[src/rtl/id_defs.sv]
// Shared definitions for the identifier run tracker.
// State encodings, default sizes and the token count width.
package id_defs;

    typedef enum logic {
        IDLE = 1'b0,
        RUN  = 1'b1
    } state_t;

    localparam int DEF_DEPTH = 4;
    localparam int DEF_LW    = 8;
    localparam int CNT_W     = 16;

endpackage

[src/rtl/len_fifo.sv]
// Small run-length FIFO with registered head, valid and full flags.
// Pointers wrap modulo DEPTH; occupancy count decides full/empty.
module len_fifo #(
    parameter int DEPTH = 4,
    parameter int LW    = 8
) (
    input  logic          clk,
    input  logic          reset,
    input  logic          push,
    input  logic          pop,
    input  logic [LW-1:0] din,
    output logic          full,
    output logic          empty,
    output logic          valid,
    output logic [LW-1:0] head
);

    localparam int PW = (DEPTH > 1) ? $clog2(DEPTH) : 1;
    localparam int CW = $clog2(DEPTH + 1);

    logic [LW-1:0] mem_q [DEPTH];
    logic [LW-1:0] mem_d [DEPTH];
    logic [PW-1:0] wr_q, wr_d;
    logic [PW-1:0] rd_q, rd_d;
    logic [CW-1:0] cnt_q, cnt_d;
    logic [LW-1:0] head_q, head_d;
    logic          full_q, full_d;
    logic          valid_q, valid_d;
    logic          pop_ok, push_ok;

    // Next pointers, storage and registered head view
    always_comb begin
        pop_ok  = pop && valid_q;
        push_ok = push && (!full_q || pop_ok);
        mem_d   = mem_q;
        wr_d    = wr_q;
        rd_d    = rd_q;
        cnt_d   = cnt_q;
        if (push_ok) begin
            mem_d[wr_q] = din;
            wr_d = (wr_q == PW'(DEPTH - 1)) ? '0 : wr_q + 1'b1;
        end
        if (pop_ok) begin
            rd_d = (rd_q == PW'(DEPTH - 1)) ? '0 : rd_q + 1'b1;
        end
        if (push_ok && !pop_ok) begin
            cnt_d = cnt_q + 1'b1;
        end else if (pop_ok && !push_ok) begin
            cnt_d = cnt_q - 1'b1;
        end
        valid_d = (cnt_d != '0);
        full_d  = (cnt_d == CW'(DEPTH));
        head_d  = valid_d ? mem_d[rd_d] : '0;
    end

    // FIFO state registers with synchronous reset
    always_ff @(posedge clk) begin
        if (reset) begin
            for (int i = 0; i < DEPTH; i++) begin
                mem_q[i] <= '0;
            end
            wr_q    <= '0;
            rd_q    <= '0;
            cnt_q   <= '0;
            head_q  <= '0;
            full_q  <= 1'b0;
            valid_q <= 1'b0;
        end else begin
            mem_q   <= mem_d;
            wr_q    <= wr_d;
            rd_q    <= rd_d;
            cnt_q   <= cnt_d;
            head_q  <= head_d;
            full_q  <= full_d;
            valid_q <= valid_d;
        end
    end

    assign full  = full_q;
    assign empty = !valid_q;
    assign valid = valid_q;
    assign head  = head_q;

endmodule

[src/rtl/id_run_tracker.sv]
// Tracks runs of the identifier recogniser's match signal.
// Counts and measures completed runs and queues their lengths.
module id_run_tracker
    import id_defs::*;
#(
    parameter int DEPTH = DEF_DEPTH,
    parameter int LW    = DEF_LW
) (
    input  logic             clk,
    input  logic             reset,
    input  logic             match,
    input  logic             len_ready,
    output logic             len_valid,
    output logic [LW-1:0]    len_data,
    output logic [CNT_W-1:0] token_cnt,
    output logic [LW-1:0]    cur_len,
    output logic [LW-1:0]    max_len,
    output logic             overflow
);

    state_t           state_q, state_d;
    logic [LW-1:0]    cur_len_q, cur_len_d;
    logic [LW-1:0]    max_len_q, max_len_d;
    logic [CNT_W-1:0] token_cnt_q, token_cnt_d;
    logic             overflow_q, overflow_d;
    logic             done, pop_ok, push;
    logic             fifo_full, fifo_empty, fifo_valid;
    logic [LW-1:0]    fifo_head;

    // Run FSM, length counter, statistics and push decision
    always_comb begin
        state_d     = state_q;
        cur_len_d   = cur_len_q;
        max_len_d   = max_len_q;
        token_cnt_d = token_cnt_q;
        overflow_d  = overflow_q;
        done        = 1'b0;
        pop_ok      = len_ready && fifo_valid;
        push        = 1'b0;
        unique case (state_q)
            IDLE: begin
                if (match) begin
                    state_d   = RUN;
                    cur_len_d = LW'(1);
                end
            end
            RUN: begin
                if (match) begin
                    if (cur_len_q != '1) begin
                        cur_len_d = cur_len_q + 1'b1;
                    end
                end else begin
                    state_d   = IDLE;
                    cur_len_d = '0;
                    done      = 1'b1;
                end
            end
            default: state_d = IDLE;
        endcase
        if (done) begin
            if (token_cnt_q != '1) begin
                token_cnt_d = token_cnt_q + 1'b1;
            end
            if (cur_len_q > max_len_q) begin
                max_len_d = cur_len_q;
            end
            if (!fifo_full || pop_ok) begin
                push = 1'b1;
            end else begin
                overflow_d = 1'b1;
            end
        end
    end

    // Tracker registers; reset discards any run in progress
    always_ff @(posedge clk) begin
        if (reset) begin
            state_q     <= IDLE;
            cur_len_q   <= '0;
            max_len_q   <= '0;
            token_cnt_q <= '0;
            overflow_q  <= 1'b0;
        end else begin
            state_q     <= state_d;
            cur_len_q   <= cur_len_d;
            max_len_q   <= max_len_d;
            token_cnt_q <= token_cnt_d;
            overflow_q  <= overflow_d;
        end
    end

    len_fifo #(
        .DEPTH(DEPTH),
        .LW   (LW)
    ) u_fifo (
        .clk  (clk),
        .reset(reset),
        .push (push),
        .pop  (pop_ok),
        .din  (cur_len_q),
        .full (fifo_full),
        .empty(fifo_empty),
        .valid(fifo_valid),
        .head (fifo_head)
    );

    assign len_valid = fifo_valid;
    assign len_data  = fifo_head;
    assign token_cnt = token_cnt_q;
    assign cur_len   = cur_len_q;
    assign max_len   = max_len_q;
    assign overflow  = overflow_q;

endmodule

[config.mk]
export PLATFORM = sky130hd
export DESIGN_NAME = id_run_tracker
export DESIGN_NICKNAME = d
export VERILOG_FILES = /design/src/rtl/id_defs.sv /design/src/rtl/len_fifo.sv /design/src/rtl/id_run_tracker.sv
export SDC_FILE = /design/constraint.sdc
export NUM_CORES = 1
export LEC_CHECK = 0
export CAP_MARGIN = 20
export CORE_MARGIN = 8
export CORE_UTILIZATION = 50
export CTS_CLUSTER_SIZE = 14
export DETAILED_ROUTE_END_ITERATION = 8
export GPL_ROUTABILITY_DRIVEN = 0
export PLACE_DENSITY = 0.82
export SYNTH_ARGS = -nofsm -noshare
export SYNTH_HDL_FRONTEND = slang
export SYNTH_SLANG_ARGS = --single-unit
[constraint.sdc]
create_clock -name clk -period 1.7 [get_ports clk]
set_clock_uncertainty 0.15 [all_clocks]
set_input_delay 0.34 -clock clk [delete_from_list [all_inputs] [get_ports clk]]
set_output_delay 0.34 -clock clk [all_outputs]
set_load 0.005 [all_outputs]
# [After elaboration in Yosys (flattened, before gate mapping)]
# Cells that the tools add are included.
[op_classes] add_sub_neg=6 eq_ne=7 bitwise_logic=5 n_reduce_logical=17 muxes=21 n_lt_le_gt_ge=4
[op_table] op="$mux 8" count=6
[op_table] op="$bwmux 32" count=1
[op_table] op="$mux 32" count=1
[op_table] op="$add 16x1->16 const B" count=1
[op_table] op="$bmux 8 s2" count=1
[op_table] op="$demux 8 s2" count=1
[op_table] op="$ne 16x16->1 const B" count=1
[op_table] op="$pmux 8 s2" count=1
[op_table] op="$add 8x1->8 const B" count=1
[op_table] op="$gt 8x8->1" count=1
[op_table] op="$ne 8x8->1 const B" count=1
[op_table] op="$reduce_and 2->1" count=4
[op_table] op="$ge 3x3->1 const B" count=2
[op_table] op="$logic_and 1x1->1" count=6
[op_table] op="$mux 2" count=3
[op_table] op="$mux 3" count=2
[op_table] op="$not 2->3" count=2
[op_table] op="$mux 1" count=5
[op_table] op="$add 2x1->2 const B" count=2
[op_table] op="$eq 2x2->1 const B" count=2
[op_table] op="$add 3x1->3 const B" count=1
[op_table] op="$eq 3x3->1 const B" count=1
[op_table] op="$logic_not 1->1" count=3
[op_table] op="$lt 3x1->1 const B" count=1
[op_table] op="7 further kinds" count=10
[totals] in_bits=4 reg_bits=83

# [Logic depth before layout (Yosys ltp)]
[depth] ltp_word=12 depth_mapped=8

# [Hierarchy]
# A second synthesis with hierarchy kept.
[hier_totals] cells_unflattened=419 area_unflattened_um2=4023.9
[by_module_without_submodules] module="len_fifo" area_each_um2=2167.1 seq_area_each_um2=980.9 instances=1 cells_each=210
[by_module_without_submodules] module="id_run_tracker" area_each_um2=1856.8 seq_area_each_um2=680.7 instances=1 cells_each=209

# [Least setup slack after synthesis]
# OpenSTA, ideal clock, no wires.
[synth_path] kind="register to register" startpoint="register cur_len_q[1] (netlist: cur_len[1])" endpoint="register max_len_q[0] (netlist: max_len[0])" synth_period_minus_slack_ns=1.865 t_arrival_ns=1.643 path_buffers=0 slack_ns=-0.165 path_stages_with_launch=7 t_required_ns=1.478 cell_sequence="dfxtp_1 > ha_1 > nor2b_1 > o211ai_1 > a21o_1 > a21oi_2 > mux2i_1"
[synth_between] elab_chain_cells=2
[synth_lines] element="start: declaration" line_no="id_run_tracker.sv:22" text="logic [LW-1:0] cur_len_q, cur_len_d;"
[synth_lines] element="start signal: assignment" line_no="id_run_tracker.sv:85" text="cur_len_q <= cur_len_d;"
[synth_lines] element="$gt 8x8->1" line_no="id_run_tracker.sv:64" text="if (cur_len_q > max_len_q) begin"
[synth_lines] element="$reduce_and 2->1 (no line)"
[synth_lines] element="end signal: assignment" line_no="id_run_tracker.sv:86" text="max_len_q <= max_len_d;"
[synth_lines] element="end: declaration" line_no="id_run_tracker.sv:23" text="logic [LW-1:0] max_len_q, max_len_d;"
# Every way passes these cells.
# A chain may end at the register's enable or synchronous reset.

# [Worst setup path after layout]
[layout_path] startpoint="register state_q" endpoint="register u_fifo.head_q[6] (netlist: u_fifo.head[6])"
[layout_between] elab_chain_cells=10 elab_cells_between_ends=15 cone_classes="mux (8); bitwise (1); reduce/logical (6)"
[layout_lines] element="start: declaration" line_no="id_run_tracker.sv:21" text="state_t state_q, state_d;"
[layout_lines] element="start signal: assignment" line_no="id_run_tracker.sv:84" text="state_q <= state_d;"
[layout_lines] element="$mux 1 (*)" line_no="id_run_tracker.sv:40" text="unique case (state_q)"
[layout_lines] element="$mux 1 (*)" line_no="id_run_tracker.sv:60" text="if (done) begin"
[layout_lines] element="$logic_and 1x1->1 (*)" line_no="len_fifo.sv:34" text="push_ok = push && (!full_q || pop_ok);"
[layout_lines] element="$logic_not 1->1" line_no="len_fifo.sv:48" text="end else if (pop_ok && !push_ok) begin"
[layout_lines] element="$logic_and 1x1->1" line_no="len_fifo.sv:48"
[layout_lines] element="$mux 3" line_no="len_fifo.sv:48"
[layout_lines] element="$mux 3" line_no="len_fifo.sv:46" text="if (push_ok && !pop_ok) begin"
[layout_lines] element="$reduce_bool 3->1" line_no="len_fifo.sv:51" text="valid_d = (cnt_d != '0);"
[layout_lines] element="$not 1->1 (no line)"
[layout_lines] element="$reduce_or 2->1 (no line)"
[layout_lines] element="end signal: assignment" line_no="len_fifo.sv:65" text="head_q <= '0;"
[layout_lines] element="end signal: assignment" line_no="len_fifo.sv:73" text="head_q <= head_d;"
[layout_lines] element="end: declaration" line_no="len_fifo.sv:26" text="logic [LW-1:0] head_q, head_d;"
# Every way passes the cells marked *; elsewhere a longest branch is shown, timed or not. The select of a mux whose other input is x is not followed.

==> metrics.md <==
| Metric | Value |
|---|---|
| Period Utilization, post-route | 1.15 |
| Synth top area share | 0.419 |
| Min-Delay Path Class | flip-flop to flip-flop |
| Number of nets in the layout | 572 |
| First-pass GRT wire length | approximately 17,000 µm |
| Max H-tree Level | 3 |
| YS warnings | 0 |
| Worst-Skew Late Latency | 360 ps |
| Min cycle time layout | between 1500 and 2000 ps |
| Layout cells sized above 1 | 0.482 |
| CTS tree | yes |
| Die H | 105 µm |
| Most common cell after layout, fill and taps aside | buf_4 |
| Critical path type | flip-flop to flip-flop |
| Cell variety after synth | 58 |
| Inst Count DP | 626 |
| Grt met1 use | 0.211 |
| Largest net degree at the start of global routing | 30 |
| Finished Layout Cells | 658 |
| Die footprint | 11,000 µm² |
| Worst EP arrival | 2060 ps |
| Vias in the first global route | 3,719 |
| Met3 Use GR | 0.0344 |
| CTS root buffer | clkbuf_8 |
| RSZ-0062 raised after global routing | yes |
| Number of synthesized register bits | 83 |
| Number of synthesized flops with an enable pin | 0 |
| FF-to-FF Start | state_q |
| Via count | 3,711 |
| Port Buffers | between 40 and 50 |
| Largest area contributor in the netlist | dfxtp_1 |
| Clk buf depth | 2 |
| Remaining DRCs | 0 |
| Gr busiest metal | met2 |
| Post-synthesis average cell area | approximately 9.5 µm² |
| Detailed Route Iter0 Violations | roughly 160 |
| Max Fclk | between 500 and 600 MHz |
| Crit start category | flip-flop |
| Worst vdd ir | 0.000624 V |
| Initial antenna violation count | 0 |
| Drt first pass iters | 5 |
| Rows | 32 |
| Relative slew slack | 0.602 |
| Post-Synthesis Cells | 419 |
| Via/cell ratio | 5.64 |
| Worst setup path start | state_q |
| Synth Cell Area | 3960 µm² |
| Final core area utilization | 0.785 |
| Worst Path Required | 1790 ps |
| Outcome | complete, but fails checks |
| R2R Setup Slk | -260 ps |
| IO Pins | 46 |
| Max Fanout on Critical Path | 7 |
| Number of buffers created by CTS | 9 |
| Total Wirelength | 12,500 µm |
| Worst Setup End Kind | flip-flop |
| Routed Antenna Nets | 0 |
| Core area | 7690 µm² |
| Fillers | between 400 and 500 |
| Setup TNS | -4570 ps |
| Global Route met2 Usage | 0.343 |
| Max Cap Viol | 0 |
| WL per Instance | between 15 and 20 µm |
| Die Span X | 105 µm |
| Grt ovf | 0 |
| Clock Pin Slew Worst Setup and Hold Paths | approximately 90 ps |
| Mapped Nets | 440 |
| Register area share after synthesis | 0.419 |
| Final setup viols | 43 |
| Final WS setup | -263 ps |
| Pwr dens | between 700 and 800 nW/µm² |
| Async SR Flop Fraction | 0 |
| Leak | approximately 2.6 nW |
| Starting Density | 0.515 |
| Final hold slack | approximately 320 ps |
| Slew Viols, Final | 0 |
| Area growth, synth to finish | 52.2% |
| ANT cells | 0 |
| Hold path startpoint | max_len[5] |
| GRT Util Overall | 0.192 |
| Tightest Pin Transition | 597 ps |
| Failing checks | negative setup slack |
| Most frequent cells in the layout | 78 x buf_4, 49 x dfxtp_1, 39 x nor2_1 |
| DPL Wire Length | 7270 µm |
| Clock sink count | 83 |
| Final hold vios | 0 |
| Ys flop type | dfxtp_1 |
| Ranking of synthesized cells by area | dfxtp_1 42%, mux2_2 6.8%, ha_1 5.4% |
## cell usage after synthesis (3+ instances only)
| cell | instances |
|---|---|
| mux2_2 | 24 |
| buf_2 | 4 |
| o21ai_0 | 9 |
| o21a_1 | 4 |
| nand4_1 | 8 |
| xor2_1 | 12 |
| mux2i_1 | 21 |
| and3_1 | 8 |
| nor3_1 | 3 |
| xnor2_1 | 5 |
| a211oi_1 | 3 |
| o211ai_1 | 6 |
| a21oi_1 | 18 |
| ha_1 | 17 |
| a22oi_1 | 8 |
| dfxtp_1 | 83 |
| nand2_1 | 31 |
| clkbuf_1 | 13 |
| and2_1 | 26 |
| nor2_1 | 41 |
| a2bb2oi_1 | 6 |
| nand3_1 | 9 |
| inv_1 | 16 |
## registers in the layout (all words and copies together), names as in the netlist
signal        count
token_cnt        16
u_fifo.wr_q       2
max_len           8
u_fifo.head       8
state_q           1
u_fifo.cnt_q      3
u_fifo.full       1
cur_len           8
overflow          1
u_fifo.valid      1
u_fifo.mem_q     32
u_fifo.rd_q       2
## logic make-up after synthesis
group                    Yosys count  synth area share
AND/OR/NAND/NOR                  149             0.198
adder cells (fa/ha/maj)           17            0.0537
AO/OA/AOI/OAI                     71             0.129
multiplexers                      45             0.121
buffers and inverters             37            0.0410
flip-flops                        83             0.419
XOR/XNOR                          17            0.0376
## path summary, 6_finish.rpt
check                                       to  depth (start not counted)
worst min-delay path                max_len[5]                          2
worst max register to register  u_fifo.head[6]                          7
worst min register to register      max_len[5]                          2
worst max-delay path            u_fifo.head[6]                          7
## stage by stage
stage / total power [W] / setup WS (ps) / instance area, µm²
2_1_floorplan: 0.00251 / -119 / 4030
3_3_place_gp: 0.00287 / -632 / 5140
3_5_place_dp: 0.00291 / -756 / 5140
4_1_cts: 0.00448 / -222 / 5530
5_1_grt: 0.00486 / -294 / 6030
6_report: 0.00470 / -263 / 6030
## power breakdown
| part | total [W] | leakage, nW | internal (W) | switching, W |
|---|---|---|---|---|
| combinational | 0.00117 | 1.79 | 0.000557 | 0.000611 |
| sequential | 0.00205 | 0.688 | 0.00200 | 0.0000565 |
| clock | 0.00148 | 0.100 | 0.000728 | 0.000753 |
| total | 0.00470 | 2.58 | 0.00328 | 0.00142 |
## worst max-delay path, stage by stage, from the launching register on
cell     delay (ps)
dfxtp_4         380
nor2b_4         290
nand3_2         140
and3_4          210
o41ai_4         300
buf_4           200
buf_8           140
a21oi_2          40
## routing by layer
metal,wire length [µm],vias to the layer above
li1,-,1724
met3,550,30
met5,0,-
met4,351,0
met2,6440,112
met1,5130,1845
## timing repair
item	CTS	global route
hold endpoints to repair	0	0
pin swaps	5	24
resized for setup	101	123
setup endpoints to repair	93	70
hold buffers	0	0
setup buffers	9	9
gates cloned	1	0
## area by class of cell
| type | instances | area [µm²] | area share |
|---|---|---|---|
| Clock buffer | 11 | 141 | 0.0234 |
| Clock inverter | 5 | 60.1 | 0.00996 |
| Inverter | 17 | 63.8 | 0.0106 |
| Multi-Input combinational cell | 299 | 2690 | 0.446 |
| Sequential cell | 83 | 1720 | 0.285 |
| Tap cell | 102 | 128 | 0.0212 |
| Timing Repair Buffer | 141 | 1230 | 0.204 |
No activity file was read; power rests on OpenSTA's default activity.
